$ cat config.mk
export PLATFORM = sky130hd
export DESIGN_NAME = key_event_sched
export DESIGN_NICKNAME = d
export VERILOG_FILES = /design/src/rtl/key_event_sched.sv
export SDC_FILE = /design/constraint.sdc
export NUM_CORES = 1
export LEC_CHECK = 0
export BUFFER_PORTS_ARGS = -buffer_cell sky130_fd_sc_hd__buf_2
export CAP_MARGIN = 20
export CORE_MARGIN = 2
export CORE_UTILIZATION = 66
export CTS_CLUSTER_DIAMETER = 100
export DETAILED_ROUTE_END_ITERATION = 8
export PLACE_DENSITY = 0.95
export SYNTH_ARGS = -nofsm -noshare
export SYNTH_HDL_FRONTEND = slang
export SYNTH_SLANG_ARGS = --single-unit
export TNS_END_PERCENT = 10
$ cat constraint.sdc
create_clock -name clk -period 10.95 [get_ports clk]
set_input_delay 1.6425 -clock clk [delete_from_list [all_inputs] [get_ports clk]]
set_output_delay 1.6425 -clock clk [all_outputs]
set_load 0.02 [all_outputs]
$ cat src/rtl/key_event_sched.sv
// rtl/key_event_sched.sv - round-robin key press serialiser feeding a small show-ahead FIFO
module key_event_sched #(
   parameter int KEY_W  = 6,
   parameter int CODE_W = 3,
   parameter int ADDR_W = 2
) (
   input  logic              clk,
   input  logic              rst,
   input  logic [KEY_W-1:0]  press,
   input  logic              en,
   input  logic              flush,
   output logic              ev_valid,
   output logic [CODE_W-1:0] ev_code,
   input  logic              ev_ready,
   output logic [ADDR_W:0]   fifo_cnt,
   output logic [7:0]        drop_cnt
);

   localparam int DEPTH = 2 ** ADDR_W;
   localparam logic [ADDR_W:0]   FULL_CNT = (ADDR_W + 1)'(DEPTH);
   localparam logic [CODE_W-1:0] LAST_KEY = CODE_W'(KEY_W - 1);

   logic [KEY_W-1:0]  pend;
   logic [KEY_W-1:0]  sel;
   logic [KEY_W-1:0]  gnt;
   logic [CODE_W-1:0] rr_ptr;
   logic [CODE_W-1:0] winner;
   logic [CODE_W-1:0] rr_next;
   logic [CODE_W-1:0] mem [DEPTH];
   logic [ADDR_W-1:0] wr_ptr;
   logic [ADDR_W-1:0] rd_ptr;
   logic [ADDR_W:0]   cnt;
   logic [7:0]        drops;
   logic              found;
   logic              do_gnt;
   logic              do_pop;
   logic              drop_hit;
   int                idx;

   // First set pending bit at or above rr_ptr, wrapping past the top key.
   always_comb begin
      sel    = '0;
      winner = '0;
      found  = 1'b0;
      idx    = 0;
      for (int k = 0; k < KEY_W; k++) begin
         idx = (int'(rr_ptr) + k) % KEY_W;
         if (!found && pend[idx]) begin
            found    = 1'b1;
            winner   = CODE_W'(idx);
            sel[idx] = 1'b1;
         end
      end
   end

   // Space is judged on the registered count, so a same-cycle pop never helps.
   assign do_gnt   = found && (cnt != FULL_CNT);
   assign gnt      = do_gnt ? sel : '0;
   assign do_pop   = ev_valid && ev_ready;
   assign rr_next  = (winner == LAST_KEY) ? '0 : winner + 1'b1;
   assign drop_hit = en && |(press & pend & ~gnt);

   assign ev_valid = (cnt != '0);
   assign ev_code  = mem[rd_ptr];
   assign fifo_cnt = cnt;
   assign drop_cnt = drops;

   always_ff @(posedge clk) begin
      if (do_gnt && !flush && !rst)
         mem[wr_ptr] <= winner;
   end

   always_ff @(posedge clk) begin
      if (rst) begin
         pend   <= '0;
         rr_ptr <= '0;
         wr_ptr <= '0;
         rd_ptr <= '0;
         cnt    <= '0;
         drops  <= '0;
      end else if (flush) begin
         pend   <= '0;
         wr_ptr <= '0;
         rd_ptr <= '0;
         cnt    <= '0;
      end else begin
         pend <= en ? ((pend & ~gnt) | press) : '0;
         if (do_gnt) begin
            wr_ptr <= wr_ptr + 1'b1;
            rr_ptr <= rr_next;
         end
         if (do_pop)
            rd_ptr <= rd_ptr + 1'b1;
         case ({do_gnt, do_pop})
            2'b10:   cnt <= cnt + 1'b1;
            2'b01:   cnt <= cnt - 1'b1;
            default: cnt <= cnt;
         endcase
         if (drop_hit && drops != 8'hFF)
            drops <= drops + 1'b1;
      end
   end

endmodule

# Word-level counts from Yosys, hierarchy flattened
# Memories as Yosys holds them, arrays and structs flattened. A register that Yosys moved wholly into a read port is not among the register bits.
# Cells that the tools add are included.
# op_classes
add_sub_neg	11
n_div	6
magnitude_cmp	12
eq_ne	5
n_mux	55
n_bitwise	12
reduce_logical	31
# op_table
operator	count
32-bit by 1-bit greater-or-equal comparator with 1-bit output, second input constant	6
32-bit by 5-bit < comparator with 1-bit output, second input constant	6
32-bit by 4-bit remainder unit with 32-bit output, second input constant	5
6-bit two-way mux	7
6-bit OR	6
4-bit by 4-bit remainder unit with 32-bit output, second input constant	1
1-bit two-way mux	26
3-bit two-way mux	7
6-bit AND	3
1-bit binary-select mux with 3-bit select	6
1-bit demux with 3-bit select	6
1-bit logical AND	17
3-bit by 2-bit adder with 4-bit output, second input constant	2
3-bit by 3-bit adder with 4-bit output, second input constant	2
8-bit by 1-bit adder with 8-bit output, second input constant	1
8-bit inequality test, second input constant	1
1-bit zero test	7
3-bit by 1-bit adder with 3-bit output, second input constant	2
6-bit inverter	1
3-bit one-hot mux with 2 select lines	1
6-bit OR reduction	1
2-bit by 1-bit adder with 2-bit output, second input constant	2
3-bit by 1-bit adder with 4-bit output, second input constant	1
2-bit two-way mux	2
11 further kinds	13
# word_totals
regBits	24
ram_bits	12
out_inout_bits	15
word_cells	139
memories	1
# memory_table
memory	words	word_bits	read_ports	rd_clocked_by_memory_dff	write_ports	line	text
mem	4	3	1	1	1	29	logic [CODE_W-1:0] mem [DEPTH];

# Logic depth before layout (Yosys ltp)
# Gate-level depths: netlist (run 1).
# logic_depth
word_depth	28
depth_mapped	20
mapped_depth_nobuf	18

# Worst setup path before layout (run 1)
# Ideal clock, no wire load.
# synth_timing
path_type	reg2reg
from	register rr_ptr[2]
to	register cnt[2], in the netlist fifo_cnt[2]
setup_time_ps	70
arrival_ps	4396
required_time_ps	10880
setup_slack_ps	6484
stages_incl_launch_ff	20
path_buffers	2
cell_sequence	dfxtp_1 -> buf_6 -> buf_2 -> inv_1 -> ha_1 -> nand2_1 -> nand2_1 -> ha_1 -> o211a_1 -> o32ai_4 -> a21oi_2 -> or4_4 -> a32oi_4 -> clkinv_1 -> ha_1 -> inv_1 -> fa_1 -> xor2_1 -> or3_1 -> a21oi_1
# synth_between
elab_chain_len	23
elab_cells_between_ends	50
classes_between	add/sub (5); div (6); eq/ne (2); mux (25); reduce/logical (12)
# synth_lines
item	line	text
start, declared	26	logic [CODE_W-1:0] rr_ptr;
start signal, assigned	90	rr_ptr <= rr_next;
parallel branches: the longest is 19 deep, another holds 32-bit by 4-bit remainder unit with 32-bit output	n/a	
1-bit two-way mux (*)	48	if (!found && pend[idx]) begin
1-bit logical AND (*)	57	assign do_gnt = found && (cnt != FULL_CNT);
2-bit by 1-bit equality test with 1-bit output / 2-bit equality test (equally long branches)	94	case ({do_gnt, do_pop})
3-bit one-hot mux with 2 select lines / 2-bit nonzero test (equally long branches)	n/a	
end signal, assigned	95	2'b10: cnt <= cnt + 1'b1;
end signal, assigned	96	2'b01: cnt <= cnt - 1'b1;
end signal, assigned	97	default: cnt <= cnt;
end, declared	32	logic [ADDR_W:0] cnt;
# Every way passes the cells marked *. The select of a mux whose other input is x is not followed.
# A chain may end at the register's enable or synchronous reset.

# Worst setup path after layout (run 1)
# Ends and elaborated chain as after synthesis.

==> results of run 1 <==
[worst paths after layout]
kind / from / endpoint / slack [ns] / depth (start not counted)
max: rr_ptr[2] / fifo_cnt[2] / 5.23 / 17
min reg2reg: wr_ptr[1] / wr_ptr[1] / 0.52 / 2
max reg2reg: rr_ptr[2] / fifo_cnt[2] / 5.23 / 17
min: wr_ptr[1] / wr_ptr[1] / 0.52 / 2
[final cells by class]
type,instances,area [um^2],share of cell area (%)
clock buffer,7,108,2.75
clock inverter,1,30.0,0.767
inverter,30,113,2.88
multi-input combinational,345,2560,65.4
sequential,38,881,22.5
tap,72,90.1,2.30
timing repair buffer,26,133,3.39
[power breakdown]
part | switching (uW) | internal, uW | total [uW]
clock network | 51.8 | 88.0 | 140
registers | 24.5 | 169 | 193
logic | 378 | 216 | 594
total | 455 | 472 | 927
[layout by cell type (no fill, tap or decap), drive strengths merged, types with 4 or more instances in the layout]
cell    synthesis  layout
ha             25      25
nor2b          12      12
o22a            5       5
o211ai          8       8
buf             9      26
a31oi           4       4
nand3          12      12
nor4            5       5
nand2          31      31
mux2           15      15
nand4b          5       5
a21oi          27      27
o21ai          22      22
nand4          12      12
or2             4       4
nand2b          4       4
and3            4       4
nor3            8       8
xor2            5       5
a211oi          5       5
clkbuf          7       7
a32oi           5       5
mux2i           9       9
nor2           40      40
inv            29      29
dfxtp          26      26
edfxtp         12      12
and2           12      12
[layer usage]
metal,up-vias,global-route usage [%]
li1,1651,-
met1,1716,41.1
met2,256,54.6
met3,63,5.98
met4,0,18.1
met5,-,0
[critical path: cells and delay by family (launching register included)]
kind	cells	cell delay [ns]
xor gates and xnor gates	1	0.09
and+or+nand+nor	4	1.24
adders and majority gates	4	1.40
AOI/OAI and AO/OA	5	1.32
buffers and inverters	3	0.69
DFF	1	0.89
[cell families (layout without fill, tap and decap cells)]
family,Yosys count,in the layout
flip-flops,38,38
XOR/XNOR,8,8
adder cells (fa/ha/maj),26,26
buffers and inverters,46,64
AND/OR/NAND/NOR,164,164
AO/OA/AOI/OAI,120,120
multiplexers,27,27
[state kept, by name (all words and copies together) (netlist names), named ones only]
name / cells
drop_cnt: 8
pend: 6
fifo_cnt: 3
mem: 12
rd_ptr: 2
wr_ptr: 2
rr_ptr: 3
[stage by stage]
stage / setup slack [ns] / total power (uW) / util (%) / cell area, um^2 / hold WS [ns]
2_1_floorplan: 6.48 / 644 / - / 3640 / 0.469
3_3_place_gp: 5.78 / 735 / 69.9 / 3780 / 0.479
3_5_place_dp: 5.43 / 760 / 69.9 / 3780 / 0.510
4_1_cts: 5.37 / 903 / 72.4 / 3910 / 0.520
5_1_grt: 4.89 / 980 / 72.4 / 3910 / 0.553
6_report: 5.23 / 927 / 72.4 / 3910 / 0.518
==> impl_metrics.env, run 1 <==
export IMPL_status="complete, no violations"
export IMPL_synth_xor_xnor_area_share_pct=2.65
export IMPL_clk_latency_ns=0.29
export IMPL_synth_seq_cells=38
export IMPL_grt_start_max_net_pins=36
export IMPL_start_kind="flop"
export IMPL_std_cell_rows=27
export IMPL_synth_area_mux_share_pct=8.97
export IMPL_slowest_delay_ns=0.89
export IMPL_ys_seq_area_share_pct=24.2
export IMPL_synth_edff_count=12
export IMPL_yosysWarnings=0
export IMPL_clk_path_buf_depth=2
export IMPL_grt_pass1_vias=3474
export IMPL_min_path_type="reg -> reg"
export IMPL_dieWidth_um=78.3
export IMPL_critPathCaptureType="flop"
export IMPL_path_clk_slew_ns=0.08
export IMPL_syn_num_nets=466
export IMPL_wl_met3_um=979
export IMPL_slew_viol_final=0
export IMPL_skew_ns=0.00415
export IMPL_synth_ff_type="dfxtp_1"
export IMPL_routed_top_layer="met4"
export IMPL_path_class="reg -> reg"
export IMPL_htree_levels=2
export IMPL_nets=483
export IMPL_synth_compound_area_share_pct=25.3
export IMPL_fin_cells=519
export IMPL_n_fill_cell=394
export IMPL_drive_gt1_share_pct=15.2
export IMPL_path_cells="inv_1, ha_1, nand2_1, nand2_1, ha_1, o211a_1, o32ai_4, a21oi_2, or4_4, a32oi_4, clkinv_1, ha_1, inv_1, fa_1, xor2_1, or3_1, a21oi_1"
export IMPL_post_route_period_util_pct=52.2
export IMPL_viasPerCell=7.10
export IMPL_cts_hold_buf=0
export IMPL_grt_pass1_wl_um=16300
export IMPL_drcViolationCount=0
export IMPL_synth_area_um2=3640
export IMPL_synth_top_area_share_pct=14.3
export IMPL_fp_dieArea_um2=6120
export IMPL_arrival_ns=5.94
export IMPL_grt_use_total_pct=33.1
export IMPL_cpMostUsedCell="ha_1"
export IMPL_met1_length_um=3840
export IMPL_tightest_slew_ns=1.19
export IMPL_io_pins=26
export IMPL_syn_to_final_growth_pct=7.53
export IMPL_root_buffer="clkbuf_8"
export IMPL_syn_area_per_cell_um2=8.48
export IMPL_avgRoutedWirePerCell_um=18.9
export IMPL_hold_viol=0
export IMPL_wl_met2_um=4580
export IMPL_diodes=0
export IMPL_fp_dieH_um=78.3
export IMPL_clkSinkCount=38
export IMPL_post_synth_top_count_cell="nor2_1"
export IMPL_final_setup_viol_count=0
export IMPL_maxCapViolations=0
export IMPL_antenna_found_initial=0
export IMPL_portBuffers=25
export IMPL_synthAdderAreaFrac_pct=9.14
export IMPL_start_util_pct=67.3
export IMPL_cts_resized=0
export IMPL_synth_top_family_by_area="compound AO/OA/AOI/OAI gates"
export IMPL_critPathSlowestCell="dfxtp_1"
export IMPL_synth_top_cell_by_area="dfxtp_1"
export IMPL_rsz0062_at_grt="false"
export IMPL_worstPathMaxFanout=19
export IMPL_cellLeakagePower_uw=0.00151
export IMPL_cts_buffers=5
export IMPL_ir_drop_mv=0.142
export IMPL_dpl_hpwl_um=7190
export IMPL_required_ns=11.17
export IMPL_coreArea_um2=5410
export IMPL_async_reset_ff_share_pct=0
export IMPL_syn_inst=429
export IMPL_first_pass_iters=5
export IMPL_gp_congestion=0.982
export IMPL_fmax_mhz=175
export IMPL_wl_um=9830
export IMPL_yosys_top_cells_count="39 x nor2_1, 31 x nand2_1, 27 x inv_1"
export IMPL_vias=3686
export IMPL_min_period_ns=5.72
export IMPL_ys_top_cells_by_area="dfxtp_1 14%, edfxtp_1 9.9%, ha_1 8.6%"
export IMPL_fin_setup_tns_ns=0
export IMPL_slew_headroom_pct=18.5
export IMPL_synth_cell_types=84
export IMPL_power_density_nw_per_um2=237
export IMPL_cts_tree="done"
export IMPL_dp_cells=511
export IMPL_gr_total_overflow=0
export IMPL_cts_setup_buffers=0
export IMPL_drt_iter0_drc=471
export IMPL_ant_nets=0
export IMPL_synthSimpleGateAreaFrac_pct=24.3
Note: power is estimated with default switching activity, not from simulation.
==> inputs of run 2 (changes only) <==
Settings changed: ABC_AREA from default to 1, CORE_UTILIZATION 66 to 55, PLACE_DENSITY 0.95 to 0.87.
Clock period 10.95 ns to 5.05 ns, I/O delays scaled along.
==> run 2 against run 1 <==
  * Clock skew up 0.0081 ns
  * Total power up 140%
  * First-iteration DRC count down 35%
  * Critical endpoint unchanged
  * Die area up 11%
  * Highest routed layer unchanged
  * Non-clock buffer count unchanged
  * Clock power up 42%
  * Register-to-register slack worse by 4.3 ns
  * Synthesized area down 6.6%
  * Via count down 9.1%
  * Worst setup slack worse by 4.3 ns
  * Wire length down 20%
==> impl_metrics.env, run 2 <==
export IMPL_yosys_top_cells_count="114 x nand2_1, 70 x inv_1, 41 x nand3_1, 41 x nor2_1, 38 x a21oi_1"
export IMPL_final_setup_viol_count=0
export IMPL_cts_buffers=5
export IMPL_path_class="reg -> reg"
export IMPL_slew_headroom_pct=42.5
export IMPL_skew_ns=0.0123
export IMPL_clk_path_buf_depth=2
export IMPL_viasPerCell=5.48
export IMPL_yosysWarnings=0
export IMPL_gr_total_overflow=0
export IMPL_worstHoldStart="rd_ptr[1]"
export IMPL_syn_area_per_cell_um2=6.67
export IMPL_avgRoutedWirePerCell_um=12.9
export IMPL_grt_pass1_vias=2943
export IMPL_coreArea_um2=5960
export IMPL_rsz0062_at_grt="false"
export IMPL_hold_path_depth=2
export IMPL_fin_util_pct=61.4
export IMPL_std_cell_rows=28
export IMPL_mostFrequentLayoutCells="114 x nand2_1, 70 x inv_1, 41 x nor2_1, 41 x nand3_1, 38 x a21oi_1"
export IMPL_drive_gt1_share_pct=17.2
export IMPL_dieWidth_um=82.6
export IMPL_slowest_delay_ns=0.49
export IMPL_wl_um=7860
export IMPL_r2r_cells=25
export IMPL_wl_met3_um=506
export IMPL_power_density_nw_per_um2=614
export IMPL_required_ns=5.23
export IMPL_n_fill_cell=554
export IMPL_grt_use_total_pct=23.9
export IMPL_grt_pass1_wl_um=12800
export IMPL_async_reset_ff_share_pct=0
export IMPL_regMostFlops="mem"
export IMPL_synth_top_area_share_pct=15.3
export IMPL_start_kind="flop"
export IMPL_start_util_pct=57.1
export IMPL_status="complete, no violations"
export IMPL_fmax_mhz=241
export IMPL_clk_latency_ns=0.29
export IMPL_ir_drop_mv=0.305
export IMPL_min_period_ns=4.15
export IMPL_ys_seq_area_share_pct=25.9
export IMPL_critPathSlowestCell="dfxtp_1"
export IMPL_critPathCaptureType="flop"
export IMPL_regToRegStartpoint="rr_ptr[1]"
export IMPL_htree_levels=2
export IMPL_path_clk_slew_ns=0.07
export IMPL_syn_inst=510
export IMPL_cts_resized=0
export IMPL_cts_setup_buffers=0
export IMPL_maxCapViolations=0
export IMPL_synth_seq_cells=38
export IMPL_synth_area_um2=3400
export IMPL_io_pins=26
export IMPL_synth_cell_types=40
export IMPL_dpl_hpwl_um=6240
export IMPL_diodes=0
export IMPL_final_common_cell="nand2_1"
export IMPL_root_buffer="clkbuf_8"
export IMPL_vias=3349
export IMPL_cts_tree="done"
export IMPL_routed_top_layer="met4"
export IMPL_ys_top_cells_by_area="dfxtp_1 15%, nand2_1 13%, edfxtp_1 11%"
export IMPL_gp_congestion=0.974
export IMPL_first_pass_iters=5
export IMPL_fin_setup_tns_ns=0
export IMPL_syn_to_final_growth_pct=7.58
export IMPL_largest_reg_flops=12
export IMPL_met1_length_um=3390
export IMPL_drcViolationCount=0
export IMPL_fp_dieH_um=82.6
export IMPL_wl_met2_um=3720
export IMPL_min_path_type="reg -> reg"
export IMPL_clkSinkCount=38
export IMPL_synth_top_cell_by_area="dfxtp_1"
export IMPL_grt_start_max_net_pins=31
export IMPL_cellLeakagePower_uw=0.00175
export IMPL_synth_edff_count=12
export IMPL_post_synth_top_count_cell="nand2_1"
export IMPL_antenna_found_initial=0
export IMPL_synth_ff_type="dfxtp_1"
export IMPL_r2r_slack_ns=0.90
export IMPL_min_to="rd_ptr[1]"
export IMPL_drt_iter0_drc=308
export IMPL_r2r_end="fifo_cnt[2]"
export IMPL_worstPathMaxFanout=12
export IMPL_post_route_period_util_pct=82.2
export IMPL_tightest_slew_ns=0.854
export IMPL_portBuffers=25
export IMPL_slew_viol_final=0
export IMPL_syn_num_nets=547
export IMPL_hold_viol=0
export IMPL_arrival_ns=4.33
export IMPL_cts_hold_buf=0
export IMPL_fp_dieArea_um2=6830
export IMPL_ant_nets=0
export IMPL_nets=572
## run 2: final cells by class
| cell class | count | area, um^2 | area share, % |
|---|---|---|---|
| clock buffer | 5 | 68.8 | 1.88 |
| clock inverter | 3 | 16.3 | 0.445 |
| inverter | 80 | 302 | 8.24 |
| multi-input combinational | 384 | 2160 | 59.2 |
| sequential | 38 | 881 | 24.1 |
| tap | 75 | 93.8 | 2.56 |
| timing repair buffer | 26 | 133 | 3.63 |
## run 2: where the power goes
part / switching (uW) / internal, uW / leakage [uW]
Clock: 105 / 94.4 / 0.0000416
Combinational: 1130 / 475 / 0.00139
Sequential: 31.0 / 414 / 0.000321
## run 2: how the worst max path moves through the flow
| stage | startpoint | to | slack, ns | cells after the start |
|---|---|---|---|---|
| 2_1_floorplan | rr_ptr[0] | fifo_cnt[2] | 1.05 | 30 |
| 4_1_cts | rr_ptr[1] | fifo_cnt[2] | 0.93 | 25 |
| 3_3_place_gp | rr_ptr[1] | fifo_cnt[2] | 1.18 | 25 |
| 3_5_place_dp | rr_ptr[1] | fifo_cnt[2] | 0.93 | 25 |
| 6_report | rr_ptr[1] | fifo_cnt[2] | 0.90 | 25 |
| 5_1_grt | rr_ptr[1] | fifo_cnt[2] | 0.57 | 27 |
## run 2: layer usage
| metal | up-vias | track usage [%] |
|---|---|---|
| li1 | 1709 | - |
| met4 | 0 | 9.34 |
| met5 | - | 0 |
| met1 | 1488 | 30.4 |
| met3 | 31 | 4.67 |
| met2 | 121 | 39.8 |
## run 2: worst max-delay path: cells and delay by family (launching register included)
kind            cells  cell delay [ns]
buf+inv             4             0.48
flops               1             0.49
compound gates      6             0.69
fa+ha+maj           4             1.21
simple gates       11             1.13
## run 2: through the flow
| stage | setup WS [ns] | total power (uW) | hold slack, ns | area [um^2] | cells |
|---|---|---|---|---|---|
| floorplan | 1.05 | 1710 | 0.436 | 3400 | 510 |
| global placement | 1.18 | 1970 | 0.454 | 3570 | 603 |
| detailed placement | 0.932 | 2020 | 0.464 | 3570 | 603 |
| CTS | 0.928 | 2220 | 0.478 | 3660 | 611 |
| global route | 0.567 | 2450 | 0.505 | 3660 | 611 |
| finish | 0.897 | 2250 | 0.471 | 3660 | 611 |
## run 2: cell families after synthesis
logic type	synth area share, %
XOR/XNOR	1.80
flip-flops	25.9
adder cells (fa/ha/maj)	9.79
buffers and inverters	10.4
AO/OA/AOI/OAI	15.5
AND/OR/NAND/NOR	36.6
